`src/rtl/da_pkg.sv`:
```
// ---------------------------------------------------------------------------
// da_pkg
// Shared types and sizing constants for the vector data-access unit.
//   da_state_t        : sequencer states (idle / beat in flight / result valid)
//   DA_W              : memory port / scalar word width in bits
//   DA_LANES          : words per vector
//   DA_VW             : vector width in bits
//   DA_AW             : byte-address width
//   DA_BYTES_PER_BEAT : address stride between consecutive beats
// ---------------------------------------------------------------------------
package da_pkg;

  localparam int DA_W              = 32;
  localparam int DA_LANES          = 4;
  localparam int DA_VW             = DA_W * DA_LANES;
  localparam int DA_AW             = 32;
  localparam int DA_BYTES_PER_BEAT = DA_W / 8;

  typedef enum logic [1:0] {
    DA_IDLE = 2'd0,
    DA_BEAT = 2'd1,
    DA_DONE = 2'd2
  } da_state_t;

endpackage

```
`src/rtl/vector_data_access_unit_if.sv`:
```
// ---------------------------------------------------------------------------
// vector_data_access_unit_if
// Bundles the M-stage request/response signals and the 32-bit data memory
// port seen by the vector data-access unit.
//   slave  modport : the access unit (consumes M request, drives memory port)
//   master modport : the environment (pipeline M stage + data memory)
// Request/stall handshake: the M stage presents a request (MemReadM/MemWriteM
// with VecM) and holds it unchanged while BusyDA is high; BusyDA acts as the
// not-ready indication, and the instruction retires on the edge that ends
// the first cycle in which BusyDA is low.
// ---------------------------------------------------------------------------
interface vector_data_access_unit_if #(
  parameter int W     = da_pkg::DA_W,
  parameter int LANES = da_pkg::DA_LANES,
  parameter int AW    = da_pkg::DA_AW
);
  localparam int VW = W * LANES;

  // M-stage request side
  logic          MemReadM;
  logic          MemWriteM;
  logic          VecM;
  logic [AW-1:0] ALUResultM;
  logic [W-1:0]  WriteDataM;
  logic [VW-1:0] WriteDataVM;
  logic [W-1:0]  ReadDataM;
  logic [VW-1:0] ReadDataVM;
  logic          BusyDA;
  logic          MisalignDA;

  // Data memory port
  logic [AW-1:0] mem_addr;
  logic          mem_we;
  logic [W-1:0]  mem_wdata;
  logic [W-1:0]  mem_rdata;

  modport slave (
    input  MemReadM, MemWriteM, VecM, ALUResultM, WriteDataM, WriteDataVM,
    input  mem_rdata,
    output ReadDataM, ReadDataVM, BusyDA, MisalignDA,
    output mem_addr, mem_we, mem_wdata
  );

  modport master (
    output MemReadM, MemWriteM, VecM, ALUResultM, WriteDataM, WriteDataVM,
    output mem_rdata,
    input  ReadDataM, ReadDataVM, BusyDA, MisalignDA,
    input  mem_addr, mem_we, mem_wdata
  );

endinterface

```
`src/rtl/vector_lane_buffer.sv`:
```
// ---------------------------------------------------------------------------
// vector_lane_buffer
// LANES x W register file used to assemble vector load data one beat at a
// time. Each lane has its own write enable; all lanes read out flat.
//   clk, rst_n : clock, asynchronous active-low reset (clears all lanes)
//   we_i       : per-lane write enable
//   wdata_i    : word written into every enabled lane
//   rdata_o    : lane k at bits [W*k+W-1 : W*k]
// ---------------------------------------------------------------------------
module vector_lane_buffer #(
  parameter int W     = 32,
  parameter int LANES = 4
) (
  input  logic                 clk,
  input  logic                 rst_n,
  input  logic [LANES-1:0]     we_i,
  input  logic [W-1:0]         wdata_i,
  output logic [W*LANES-1:0]   rdata_o
);

  logic [LANES-1:0][W-1:0] lane_q;

  always_ff @(posedge clk or negedge rst_n) begin
    if (!rst_n) begin
      lane_q <= '0;
    end else begin
      for (int i = 0; i < LANES; i++) begin
        if (we_i[i]) lane_q[i] <= wdata_i;
      end
    end
  end

  assign rdata_o = lane_q;

endmodule

```
`src/rtl/vector_data_access_unit.sv`:
```
// ---------------------------------------------------------------------------
// vector_data_access_unit
// Memory-stage data-access sequencer. Scalar accesses pass straight through
// to the 32-bit data memory port in one cycle. A vector access is split into
// LANES word beats at the vector-aligned base address; BusyDA stays high
// while beats are issued so the hazard unit freezes the pipeline, then one
// DONE cycle presents the assembled load vector while the instruction retires.
//   clk, rst_n   : clock, asynchronous active-low reset
//   bus (slave)  : M-stage request/response and data memory port
//   dbg_state_o  : current sequencer state, for observation only
// Optional build macro DA_ALIGN_CHECK_EN: when defined, a vector request with
// non-zero low address bits sets the sticky MisalignDA flag (cleared only by
// reset); when undefined MisalignDA is constant 0.
// ---------------------------------------------------------------------------
module vector_data_access_unit
  import da_pkg::*;
#(
  parameter int W     = DA_W,
  parameter int LANES = DA_LANES,
  parameter int AW    = DA_AW
) (
  input  logic                             clk,
  input  logic                             rst_n,
  vector_data_access_unit_if.slave         bus,
  output da_state_t                        dbg_state_o
);

  localparam int VW       = W * LANES;
  localparam int KW       = $clog2(LANES);
  localparam int ALIGN_LG = $clog2(VW / 8);

  da_state_t     state_q;
  logic [KW-1:0] k_q;
  logic [AW-1:0] base_q;
  logic          store_q;

  logic          vec_req;
  logic          start;
  logic          active;
  logic          beat_store;
  logic [AW-1:0] req_base;
  logic [AW-1:0] beat_base;
  logic [AW-1:0] beat_addr;
  logic [W-1:0]  store_lane;
  logic [LANES-1:0] lane_we;
  logic [VW-1:0] lane_flat;

  assign vec_req  = bus.VecM & (bus.MemReadM | bus.MemWriteM);
  assign start    = (state_q == DA_IDLE) & vec_req;
  // Beat 0 goes out in the request cycle itself, so "active" covers the
  // IDLE start cycle plus every BEAT cycle: exactly LANES cycles.
  assign active   = start | (state_q == DA_BEAT);
  assign req_base = {bus.ALUResultM[AW-1:ALIGN_LG], {ALIGN_LG{1'b0}}};

  // Operation and base are captured at start so a request that drops
  // mid-sequence cannot change the remaining beats. Read+write is a store.
  assign beat_store = start ? bus.MemWriteM : store_q;
  assign beat_base  = start ? req_base : base_q;
  // k_q is 0 in IDLE, so the same adder serves beat 0 and later beats.
  assign beat_addr  = beat_base + (AW'(k_q) * AW'(DA_BYTES_PER_BEAT));
  assign store_lane = bus.WriteDataVM[k_q*W +: W];

  always_ff @(posedge clk or negedge rst_n) begin
    if (!rst_n) begin
      state_q <= DA_IDLE;
      k_q     <= '0;
      base_q  <= '0;
      store_q <= 1'b0;
    end else begin
      case (state_q)
        DA_IDLE: begin
          if (vec_req) begin
            state_q <= DA_BEAT;
            k_q     <= KW'(1);
            base_q  <= req_base;
            store_q <= bus.MemWriteM;
          end
        end
        DA_BEAT: begin
          k_q <= k_q + KW'(1);
          if (k_q == KW'(LANES - 1)) state_q <= DA_DONE;
        end
        DA_DONE: begin
          // The request still visible here is the finishing instruction.
          state_q <= DA_IDLE;
          k_q     <= '0;
        end
        default: begin
          state_q <= DA_IDLE;
          k_q     <= '0;
        end
      endcase
    end
  end

`ifdef DA_ALIGN_CHECK_EN
  logic misalign_q;

  always_ff @(posedge clk or negedge rst_n) begin
    if (!rst_n) begin
      misalign_q <= 1'b0;
    end else if (start && (bus.ALUResultM[ALIGN_LG-1:0] != '0)) begin
      misalign_q <= 1'b1;
    end
  end

  assign bus.MisalignDA = misalign_q;
`else
  assign bus.MisalignDA = 1'b0;
`endif

  // Load beats capture mem_rdata into lane k at the edge ending the beat.
  assign lane_we = (active && !beat_store) ? (LANES'(1) << k_q) : '0;

  vector_lane_buffer #(
    .W     (W),
    .LANES (LANES)
  ) u_lane_buffer (
    .clk     (clk),
    .rst_n   (rst_n),
    .we_i    (lane_we),
    .wdata_i (bus.mem_rdata),
    .rdata_o (lane_flat)
  );

  // Outputs with combinational paths are gated by rst_n so that a reset
  // asserted mid-sequence silences the port immediately.
  assign bus.BusyDA     = rst_n & active;
  assign bus.mem_addr   = active ? beat_addr : bus.ALUResultM;
  assign bus.mem_wdata  = active ? store_lane : bus.WriteDataM;
  assign bus.mem_we     = rst_n & (active ? beat_store
                                          : ((state_q == DA_IDLE) & ~bus.VecM & bus.MemWriteM));
  assign bus.ReadDataM  = rst_n ? bus.mem_rdata : '0;
  assign bus.ReadDataVM = rst_n ? lane_flat : '0;

  assign dbg_state_o = state_q;

endmodule

```
`src/flat_wrapper.sv`:
```
// flat-port wrapper written by rule: the top's interface ports become plain ports
module vector_data_access_unit_flat import da_pkg::*;
#(
  parameter int W     = DA_W,
  parameter int LANES = DA_LANES,
  parameter int AW    = DA_AW
)
  (clk, rst_n, dbg_state_o, bus_MemReadM, bus_MemWriteM, bus_VecM, bus_ALUResultM, bus_WriteDataM, bus_WriteDataVM, bus_mem_rdata, bus_ReadDataM, bus_ReadDataVM, bus_BusyDA, bus_MisalignDA, bus_mem_addr, bus_mem_we, bus_mem_wdata);
  vector_data_access_unit_if #(.W(W), .LANES(LANES), .AW(AW)) bus_i ();
  input  logic clk;
  input  logic rst_n;
  output da_state_t dbg_state_o;
  input wire logic [$bits(bus_i.MemReadM)-1:0] bus_MemReadM;
  input wire logic [$bits(bus_i.MemWriteM)-1:0] bus_MemWriteM;
  input wire logic [$bits(bus_i.VecM)-1:0] bus_VecM;
  input wire logic [$bits(bus_i.ALUResultM)-1:0] bus_ALUResultM;
  input wire logic [$bits(bus_i.WriteDataM)-1:0] bus_WriteDataM;
  input wire logic [$bits(bus_i.WriteDataVM)-1:0] bus_WriteDataVM;
  input wire logic [$bits(bus_i.mem_rdata)-1:0] bus_mem_rdata;
  output wire logic [$bits(bus_i.ReadDataM)-1:0] bus_ReadDataM;
  output wire logic [$bits(bus_i.ReadDataVM)-1:0] bus_ReadDataVM;
  output wire logic [$bits(bus_i.BusyDA)-1:0] bus_BusyDA;
  output wire logic [$bits(bus_i.MisalignDA)-1:0] bus_MisalignDA;
  output wire logic [$bits(bus_i.mem_addr)-1:0] bus_mem_addr;
  output wire logic [$bits(bus_i.mem_we)-1:0] bus_mem_we;
  output wire logic [$bits(bus_i.mem_wdata)-1:0] bus_mem_wdata;
  assign bus_i.MemReadM = bus_MemReadM;
  assign bus_i.MemWriteM = bus_MemWriteM;
  assign bus_i.VecM = bus_VecM;
  assign bus_i.ALUResultM = bus_ALUResultM;
  assign bus_i.WriteDataM = bus_WriteDataM;
  assign bus_i.WriteDataVM = bus_WriteDataVM;
  assign bus_i.mem_rdata = bus_mem_rdata;
  assign bus_ReadDataM = bus_i.ReadDataM;
  assign bus_ReadDataVM = bus_i.ReadDataVM;
  assign bus_BusyDA = bus_i.BusyDA;
  assign bus_MisalignDA = bus_i.MisalignDA;
  assign bus_mem_addr = bus_i.mem_addr;
  assign bus_mem_we = bus_i.mem_we;
  assign bus_mem_wdata = bus_i.mem_wdata;
  vector_data_access_unit #(.W(W), .LANES(LANES), .AW(AW)) u_core (.clk(clk), .rst_n(rst_n), .bus(bus_i), .dbg_state_o(dbg_state_o));
endmodule
```
`config.mk`:
```
export PLATFORM = sky130hd
export DESIGN_NAME = vector_data_access_unit_flat
export DESIGN_NICKNAME = d
export VERILOG_FILES = /design/src/rtl/da_pkg.sv /design/src/rtl/vector_data_access_unit_if.sv /design/src/rtl/vector_lane_buffer.sv /design/src/rtl/vector_data_access_unit.sv /design/src/flat_wrapper.sv
export SDC_FILE = /design/constraint.sdc
export NUM_CORES = 1
export LEC_CHECK = 0
export BUFFER_PORTS_ARGS = -buffer_cell sky130_fd_sc_hd__buf_2
export CAP_MARGIN = 10
export CORE_AREA = 2 2 178 180
export CTS_CLUSTER_DIAMETER = 60
export DETAILED_ROUTE_END_ITERATION = 6
export DIE_AREA = 0 0 180 182
export SLEW_MARGIN = 20
export SYNTH_ARGS = -nofsm -noshare
export SYNTH_HDL_FRONTEND = slang
export SYNTH_SLANG_ARGS = --single-unit
```
`constraint.sdc`:
```
create_clock -name clk -period 3.6 [get_ports clk]
set_input_delay 0.36 -clock clk [delete_from_list [all_inputs] [get_ports clk]]
set_output_delay 0.36 -clock clk [all_outputs]
set_load 0.05 [all_outputs]
```
# Word level (Yosys, flattened, before mapping)
# Cells that the tools add are included.
dict set report op_classes {
  n_addsub 2
  mul 0
  div_mod_pow 0
  order_cmp 0
  eq_ne 4
  shift 2
  muxes 12
  bitwise_logic 9
  n_reduce_logical 5
}
# cell n
set ops {}
lappend ops {{two-way mux 128 bit} 1}
lappend ops {{two-way mux 32 bit} 4}
lappend ops {{variable part select 128 x 8 -> 32 bit} 1}
lappend ops {{adder 32 x 4 -> 32 bit} 1}
lappend ops {{case mux 2 bit (2 select lines)} 2}
lappend ops {{AND 1 bit} 6}
lappend ops {{two-way mux 2 bit} 2}
lappend ops {{two-way mux 4 bit} 1}
lappend ops {{AND reduction 2 bit} 2}
lappend ops {{left shift 1 x 2 -> 4 bit, first input constant} 1}
lappend ops {{adder 2 x 1 -> 2 bit, second input constant} 1}
lappend ops {{equality test 2 x 1 -> 1 bit, second input constant} 1}
lappend ops {{equality test 2 bit, second input constant} 1}
lappend ops {{zero test 2 bit} 1}
lappend ops {{two-way mux 1 bit} 2}
lappend ops {{inequality test 2 x 1 -> 1 bit, second input constant} 1}
lappend ops {{inequality test 2 bit, second input constant} 1}
lappend ops {{OR 1 bit} 2}
lappend ops {{logical AND 1 bit} 1}
lappend ops {{zero test 1 bit} 1}
lappend ops {{inverter 1 bit} 1}
dict set report word_totals {
  register_bits 161
  latchBits 0
  ramBits 0
  mem_bits_ro 0
  input_bits 229
  output_inout_bits 229
  elab_cells 42
  mem_count 0
}

# Depth between registers and ports, before layout
# Gate-level depths: netlist of the first run.
dict set report logic_depth {
  ltp_word 7
  ltp_mapped 8
  depth_no_buf 5
}

# By module
# A second synthesis of the first run with hierarchy kept.
dict set report hier_totals {
  hier_cells 658
  area_unflattened_um2 9658.0
}
# module n_inst cells_each area_each_um2 seq_area_each_um2
set by_module_without_submodules {}
lappend by_module_without_submodules {vector_lane_buffer 1 272 5380.2 3203.1}
lappend by_module_without_submodules {vector_data_access_unit 1 386 4277.9 825.8}

# Least setup slack after synthesis of the first run
# Ideal clock, no wire load.
dict set report synth_path {
  kind {input -> output}
  startpoint {input port rst_n}
  endpoint {output port bus_mem_we}
  arrival_time_ps 2028
  slack_ps 1212
  stages 3
  path_buffers 2
  path_cell_list {clkbuf_1 > clkbuf_1 > nor3b_1}
}
dict set report synth_via {
  elab_chain_len 1
}
# item line_no
set synth_lines {}
lappend synth_lines {{start, declared} flat_wrapper.sv:11} ;# input logic rst_n;
lappend synth_lines {{AND 1 bit} vector_data_access_unit.sv:131} ;# assign bus.mem_we = rst_n & (active ? beat_store
lappend synth_lines {{end, declared} flat_wrapper.sv:25} ;# output wire logic [$bits(bus_i.mem_we)-1:0] bus_mem_we;
# No other way between the ends.

# Final worst setup path of the first run
dict set report layout_path {
  startpoint {register u_core.k_q[0]}
  endpoint {output port bus_mem_wdata[20]}
}
dict set report layout_via {
  elab_chain_len 2
}
# item line_no
set layout_lines {}
lappend layout_lines {{start, declared} vector_data_access_unit.sv:33} ;# logic [KW-1:0] k_q;
lappend layout_lines {{start signal, assigned} vector_data_access_unit.sv:80} ;# k_q <= k_q + KW'(1);
lappend layout_lines {{variable part select 128 x 8 -> 32 bit} vector_data_access_unit.sv:61} ;# assign store_lane = bus.WriteDataVM[k_q*W +: W];
lappend layout_lines {{two-way mux 32 bit} vector_data_access_unit.sv:130} ;# assign bus.mem_wdata = active ? store_lane : bus.WriteDataM;
lappend layout_lines {{end, declared} flat_wrapper.sv:26} ;# output wire logic [$bits(bus_i.mem_wdata)-1:0] bus_mem_wdata;
# No other way between the ends.

==> impl_metrics.env, run 1 <==
export IMPL_r2r_start="u_core.k_q[0]$_DFFE_PN0P_"
export IMPL_place_ws_ps=1060
export IMPL_drt_iter0_drc=396
export IMPL_overflow=0
export IMPL_maxSlewHeadroom_pct=60.0
export IMPL_clk_pin_slew_ps=70
export IMPL_cts_setup_buffers=0
export IMPL_p_leak_nw=6.10
export IMPL_crit_fanout=23
export IMPL_max_freq_mhz=335
export IMPL_grt_setup_unrepaired="no"
export IMPL_io_buffers=456
export IMPL_gp_congestion=0.870
export IMPL_synth_edf_count=0
export IMPL_slew_viol_final=0
export IMPL_min_path_cells=2
export IMPL_status="finished clean"
export IMPL_fin_skew_ps=15.7
export IMPL_hold_class="in2reg"
export IMPL_initial_core_util_pct=28.9
export IMPL_power_density_nw_per_um2=1040
export IMPL_rr_endpoint="u_core.u_lane_buffer.rdata_o[13]$_DFFE_PN0P_"
export IMPL_htree_levels=4
export IMPL_cp_start_kind="flip-flop"
export IMPL_cp_data_required_time_ps=3240
export IMPL_synth_area_leaders="dfrtp_1, mux2_2, and2_1"
export IMPL_chipHeight_um=182
export IMPL_synth_main_ff_cell="dfrtp_1"
export IMPL_worst_slew_pin_slew_ps=599
export IMPL_worstHoldStart="bus_ALUResultM[26]"
export IMPL_netlist_area_um2=8960
export IMPL_ant_nets=0
export IMPL_grt_pass1_wl_um=42700
export IMPL_grt_usage_pct=17.0
export IMPL_drv_cap=0
export IMPL_critical_path_slowest_cell="dfrtp_2"
export IMPL_postLayoutCellArea_um2=12200
export IMPL_synthToLayoutAreaGrowth_pct=36.2
export IMPL_synthDistinctLibCells=31
export IMPL_async_flop_share_pct=100
export IMPL_antenna_found_initial=4
export IMPL_setup_tns_ps=0
export IMPL_synth_commonest_cells="mux2_2, and2_1, dfrtp_1, mux4_1, clkbuf_1"
export IMPL_setup_violations=0
export IMPL_cts_tree="yes"
export IMPL_drc=0
export IMPL_path_delay_family="multiplexers"
export IMPL_synth_seq_area_share_pct=45.0
export IMPL_clk_latency_ps=420
export IMPL_slowest_delay_ps=760
export IMPL_setup_ws_ps=611
export IMPL_post_route_min_period_ps=2990
export IMPL_min_to="u_core.base_q[26]$_DFFE_PN0P_"
export IMPL_crit_arrival_ps=2630
export IMPL_grt_max_degree=90
export IMPL_cts_sinks=161
export IMPL_clockBufferDepth=2
export IMPL_post_route_period_util_pct=83.0
export IMPL_dr_pass1_iters=4
export IMPL_hpwl_um=22200
export IMPL_pin_count=458
export IMPL_critical_path_class="reg2out"
export IMPL_die_w_um=180
export IMPL_peakVddDrop_v=0.000698
export IMPL_vias=6979
export IMPL_synth_nets=889
export IMPL_num_antenna_cells=0
export IMPL_nets=1333
export IMPL_yosysMostFrequentCell="mux2_2"
export IMPL_drive_above_1_share_pct=66.7
export IMPL_dieArea_um2=32800
export IMPL_core_area_um2=31000
export IMPL_drt_total_wl_um=28700
export IMPL_vias_per_cell=4.61
export IMPL_rrSetupSlack_ps=1170
export IMPL_cts_made_buffers=17
export IMPL_wl_per_cell_um=18.9
export IMPL_grt_pass1_vias=6867
export IMPL_rows=65
export IMPL_path_buf_inv=2
export IMPL_synth_top_area_share_pct=45.0
export IMPL_yosys_warnings=0
export IMPL_syn_inst=656
export IMPL_root_buffer="clkbuf_16"
export IMPL_dpl_cell_area_um2=11600
export IMPL_rr_worst_depth=6
export IMPL_yosys_register_bits=161
export IMPL_synth_area_per_cell_um2=13.7
export IMPL_hold_violations=0
export IMPL_cp_cell_sequence="buf_4 -> mux4_1 -> mux2_2 -> buf_2"
export IMPL_cp_end_kind="output pin"
export IMPL_yosysTopAreaCell="dfrtp_1"
export IMPL_nFillCells=3053
-- where the power goes --
part / switching (mW) / internal [mW] / leakage [nW]
logic: 4.95 / 2.69 / 3.89
registers: 0.473 / 2.74 / 1.92
clock network: 0.877 / 0.955 / 0.294
-- area by class of cell --
type,count,area [µm²],share of cell area [%]
multi-input cells,442,4590,37.6
well taps,402,503,4.12
clock inverters,14,163,1.33
repair buffers,475,2460,20.2
flip-flops and latches,161,4030,33.0
inverters,3,11.3,0.0923
clock buffers,18,439,3.60
-- per-stage QoR --
stage	hold WS, ps	utilization (%)	power (mW)	std cells
after detailed placement	346	37.4	10.9	1482
after global routing	160	39.4	13.3	1515
after global placement	337	37.4	10.8	1482
after CTS	152	39.4	12.8	1515
final	174	39.4	12.7	1515
after floorplan	64.4	-	9.28	656
-- state kept, by name, indices dropped and copies added (netlist names) --
name / cells
u_core.u_lane_buffer.rdata_o: 128
u_core.base_q: 28
u_core.dbg_state_o: 2
u_core.k_q: 2
u_core.store_q: 1
-- cells by family after synthesis --
group	Yosys count	share of synthesized area, %
AND/OR/NAND/NOR	175	12.3
adder cells (fa/ha/maj)	4	0.558
AO/OA/AOI/OAI	10	1.13
buffers and inverters	53	3.94
multiplexers	252	37.1
flip-flops	161	45.0
other	1	0.0418
-- metal layers --
metal	routed length [µm]	vias up	global-route usage (%)	part of all wire (%)
li1	-	3208	-	-
met1	12600	3440	23.7	44
met2	12700	298	24.6	44
met3	3060	27	6.66	11
met4	296	6	4.00	1.0
met5	34	-	0	0.12
-- worst max path at each step --
stage                               from                 to  depth (start not counted)
6_report       u_core.k_q[0]$_DFFE_PN0P_  bus_mem_wdata[20]                          4
5_1_grt        u_core.k_q[0]$_DFFE_PN0P_  bus_mem_wdata[20]                          4
4_1_cts        u_core.k_q[0]$_DFFE_PN0P_  bus_mem_wdata[20]                          4
3_5_place_dp   u_core.k_q[0]$_DFFE_PN0P_  bus_mem_wdata[20]                          4
3_3_place_gp   u_core.k_q[0]$_DFFE_PN0P_  bus_mem_wdata[20]                          4
2_1_floorplan                      rst_n         bus_mem_we                          3
-- cell usage in the layout, fill, tap and decap left out, drive strengths merged --
| cell | instances |
|---|---|
| mux4 | 32 |
| nor2b | 4 |
| nor2 | 1 |
| a31oi | 1 |
| nand3 | 1 |
| a21oi | 2 |
| dfrtp | 161 |
| a21boi | 1 |
| clkinv | 7 |
| or3 | 1 |
| nor3b | 1 |
| conb | 1 |
| buf | 474 |
| mux2i | 1 |
| a21o | 1 |
| mux2 | 219 |
| and4bb | 1 |
| nand2 | 1 |
| ha | 4 |
| dlygate4sd3 | 1 |
| and2 | 162 |
| o21ai | 5 |
| clkbuf | 18 |
| inv | 10 |
| and2b | 3 |
-- timing repair --
item | CTS | global route
gates resized for setup | 0 | 0
hold endpoints to repair | 39 | 0
hold buffers | 1 | 0
Power figures use the tool's default switching activity.
==> run 2: changes to the inputs <==
Settings changed: CORE_AREA 2 2 178 180 to 2 2 180 182, DIE_AREA 0 0 180 182 to 0 0 182 184.
Clock period 3.6 ns to 3.1 ns, I/O delays scaled along.
==> impl_metrics.env, run 2 (synthesis gave the netlist of run 1 again) <==
export IMPL_crit_fanout=33
export IMPL_wl_per_cell_um=18.0
export IMPL_antenna_found_initial=2
export IMPL_ant_nets=0
export IMPL_slew_viol_final=0
export IMPL_synthToLayoutAreaGrowth_pct=36.9
export IMPL_final_cell_mix="buf_2, mux2_2, and2_1, dfrtp_1, mux4_1"
export IMPL_hold_class="in2reg"
export IMPL_chipHeight_um=184
export IMPL_cts_made_buffers=17
export IMPL_num_antenna_cells=0
export IMPL_gp_congestion=0.815
export IMPL_grt_pass1_vias=6709
export IMPL_io_buffers=456
export IMPL_post_route_min_period_ps=2770
export IMPL_vias_per_cell=4.54
export IMPL_cp_startpoint="u_core.k_q[0]$_DFFE_PN0P_"
export IMPL_root_buffer="clkbuf_16"
export IMPL_grt_usage_pct=15.5
export IMPL_rrSetupSlack_ps=880
export IMPL_grt_setup_unrepaired="no"
export IMPL_critical_path_class="reg2out"
export IMPL_htree_levels=4
export IMPL_max_freq_mhz=360
export IMPL_clk_latency_ps=430
export IMPL_overflow=0
export IMPL_rr_worst_depth=4
export IMPL_fin_skew_ps=11.8
export IMPL_rr_endpoint="u_core.u_lane_buffer.rdata_o[37]$_DFFE_PN0P_"
export IMPL_drt_iter0_drc=304
export IMPL_post_route_period_util_pct=89.5
export IMPL_grt_max_degree=93
export IMPL_slowest_delay_ps=630
export IMPL_setup_violations=0
export IMPL_cp_data_required_time_ps=2790
export IMPL_drc=0
export IMPL_min_to="u_core.base_q[31]$_DFFE_PN0P_"
export IMPL_drv_cap=0
export IMPL_ff_latch_area_um2=4030
export IMPL_die_w_um=182
export IMPL_core_area_um2=31400
export IMPL_crit_arrival_ps=2460
export IMPL_rows=65
export IMPL_hold_violations=0
export IMPL_maxSlewHeadroom_pct=41.7
export IMPL_peakVddDrop_v=0.000700
export IMPL_cts_tree="yes"
export IMPL_vias=6872
export IMPL_drive_above_1_share_pct=66.7
export IMPL_drt_total_wl_um=27200
export IMPL_holdWs_ps=121
export IMPL_worstHoldStart="bus_ALUResultM[31]"
export IMPL_largest_register_ffs=128
export IMPL_nFillCells=3091
export IMPL_power_density_nw_per_um2=1200
export IMPL_clockBufferDepth=2
export IMPL_p_leak_nw=6.13
export IMPL_cp_end_kind="output pin"
export IMPL_pin_count=458
export IMPL_cp_cell_sequence="buf_4 -> mux4_1 -> mux2_2 -> buf_2"
export IMPL_clk_pin_slew_ps=70
export IMPL_worst_slew_pin_slew_ps=871
export IMPL_initial_core_util_pct=28.5
export IMPL_nets=1333
export IMPL_grt_pass1_wl_um=39900
export IMPL_hpwl_um=20900
export IMPL_setup_tns_ps=0
export IMPL_dieArea_um2=33500
export IMPL_cts_sinks=161
export IMPL_min_path_cells=2
export IMPL_multiInputGateArea_um2=4590
export IMPL_r2r_start="u_core.dbg_state_o[0]$_DFFE_PN0P_"
export IMPL_final_common_cell="buf_2"
export IMPL_critical_path_slowest_cell="mux4_1"
export IMPL_cp_start_kind="flip-flop"
export IMPL_dr_pass1_iters=4
export IMPL_status="finished clean"
==> run 2: what timing repair did <==
action | 4_1_cts | 5_1_grt
setup buffers | 0 | 0
hold buffers | 1 | 0
gates resized for setup | 0 | 0
hold endpoints to repair | 37 | 0
endpoints found under the setup margin | 0 | 0
==> run 2: how the worst max path moves through the flow <==
stage	cells after the start	end	slack, ps
global placement	4	bus_mem_wdata[8]	810
floorplan	2	bus_mem_we	780
detailed placement	4	bus_mem_wdata[7]	770
CTS	4	bus_mem_wdata[7]	280
finish	4	bus_mem_wdata[7]	330
global route	4	bus_mem_wdata[2]	210
==> run 2: where the power goes <==
group | switching [mW] | total (mW) | internal [mW]
Sequential | 0.489 | 3.67 | 3.18
Clock | 0.950 | 2.24 | 1.29
Combinational | 5.69 | 8.85 | 3.16
==> run 2: worst max-delay path: cells and delay by family (launching register included) <==
kind	cells	cell delay (ps)
buf+inv	2	680
mux	2	920
flops	1	410
==> run 2: cell type report <==
cell class / count / share of cell area [%]
clock buffers: 17 / 3.47
clock inverters: 15 / 1.55
inverters: 3 / 0.0918
multi-input cells: 442 / 37.5
flip-flops and latches: 161 / 32.9
well taps: 402 / 4.10
repair buffers: 475 / 20.5
==> run 2: per-stage QoR <==
stage | util (%) | instances | setup slack (ps) | area [µm²] | total power [mW]
floorplan | - | 656 | 776 | 8960 | 10.8
global placement | 37.1 | 1482 | 806 | 11600 | 12.5
detailed placement | 37.1 | 1482 | 767 | 11600 | 12.6
CTS | 39.1 | 1515 | 277 | 12300 | 14.9
global route | 39.1 | 1515 | 205 | 12300 | 15.5
finish | 39.1 | 1515 | 326 | 12300 | 14.8
==> run 2: metal layers <==
layer / vias up / track usage (%) / share of wire, % / wire, µm
li1: 3212 / - / - / -
met1: 3348 / 21.6 / 45 / 12300
met2: 283 / 22.1 / 44 / 12000
met3: 25 / 6.54 / 9.7 / 2630
met4: 4 / 3.84 / 0.99 / 270
met5: - / 0 / 0.099 / 27
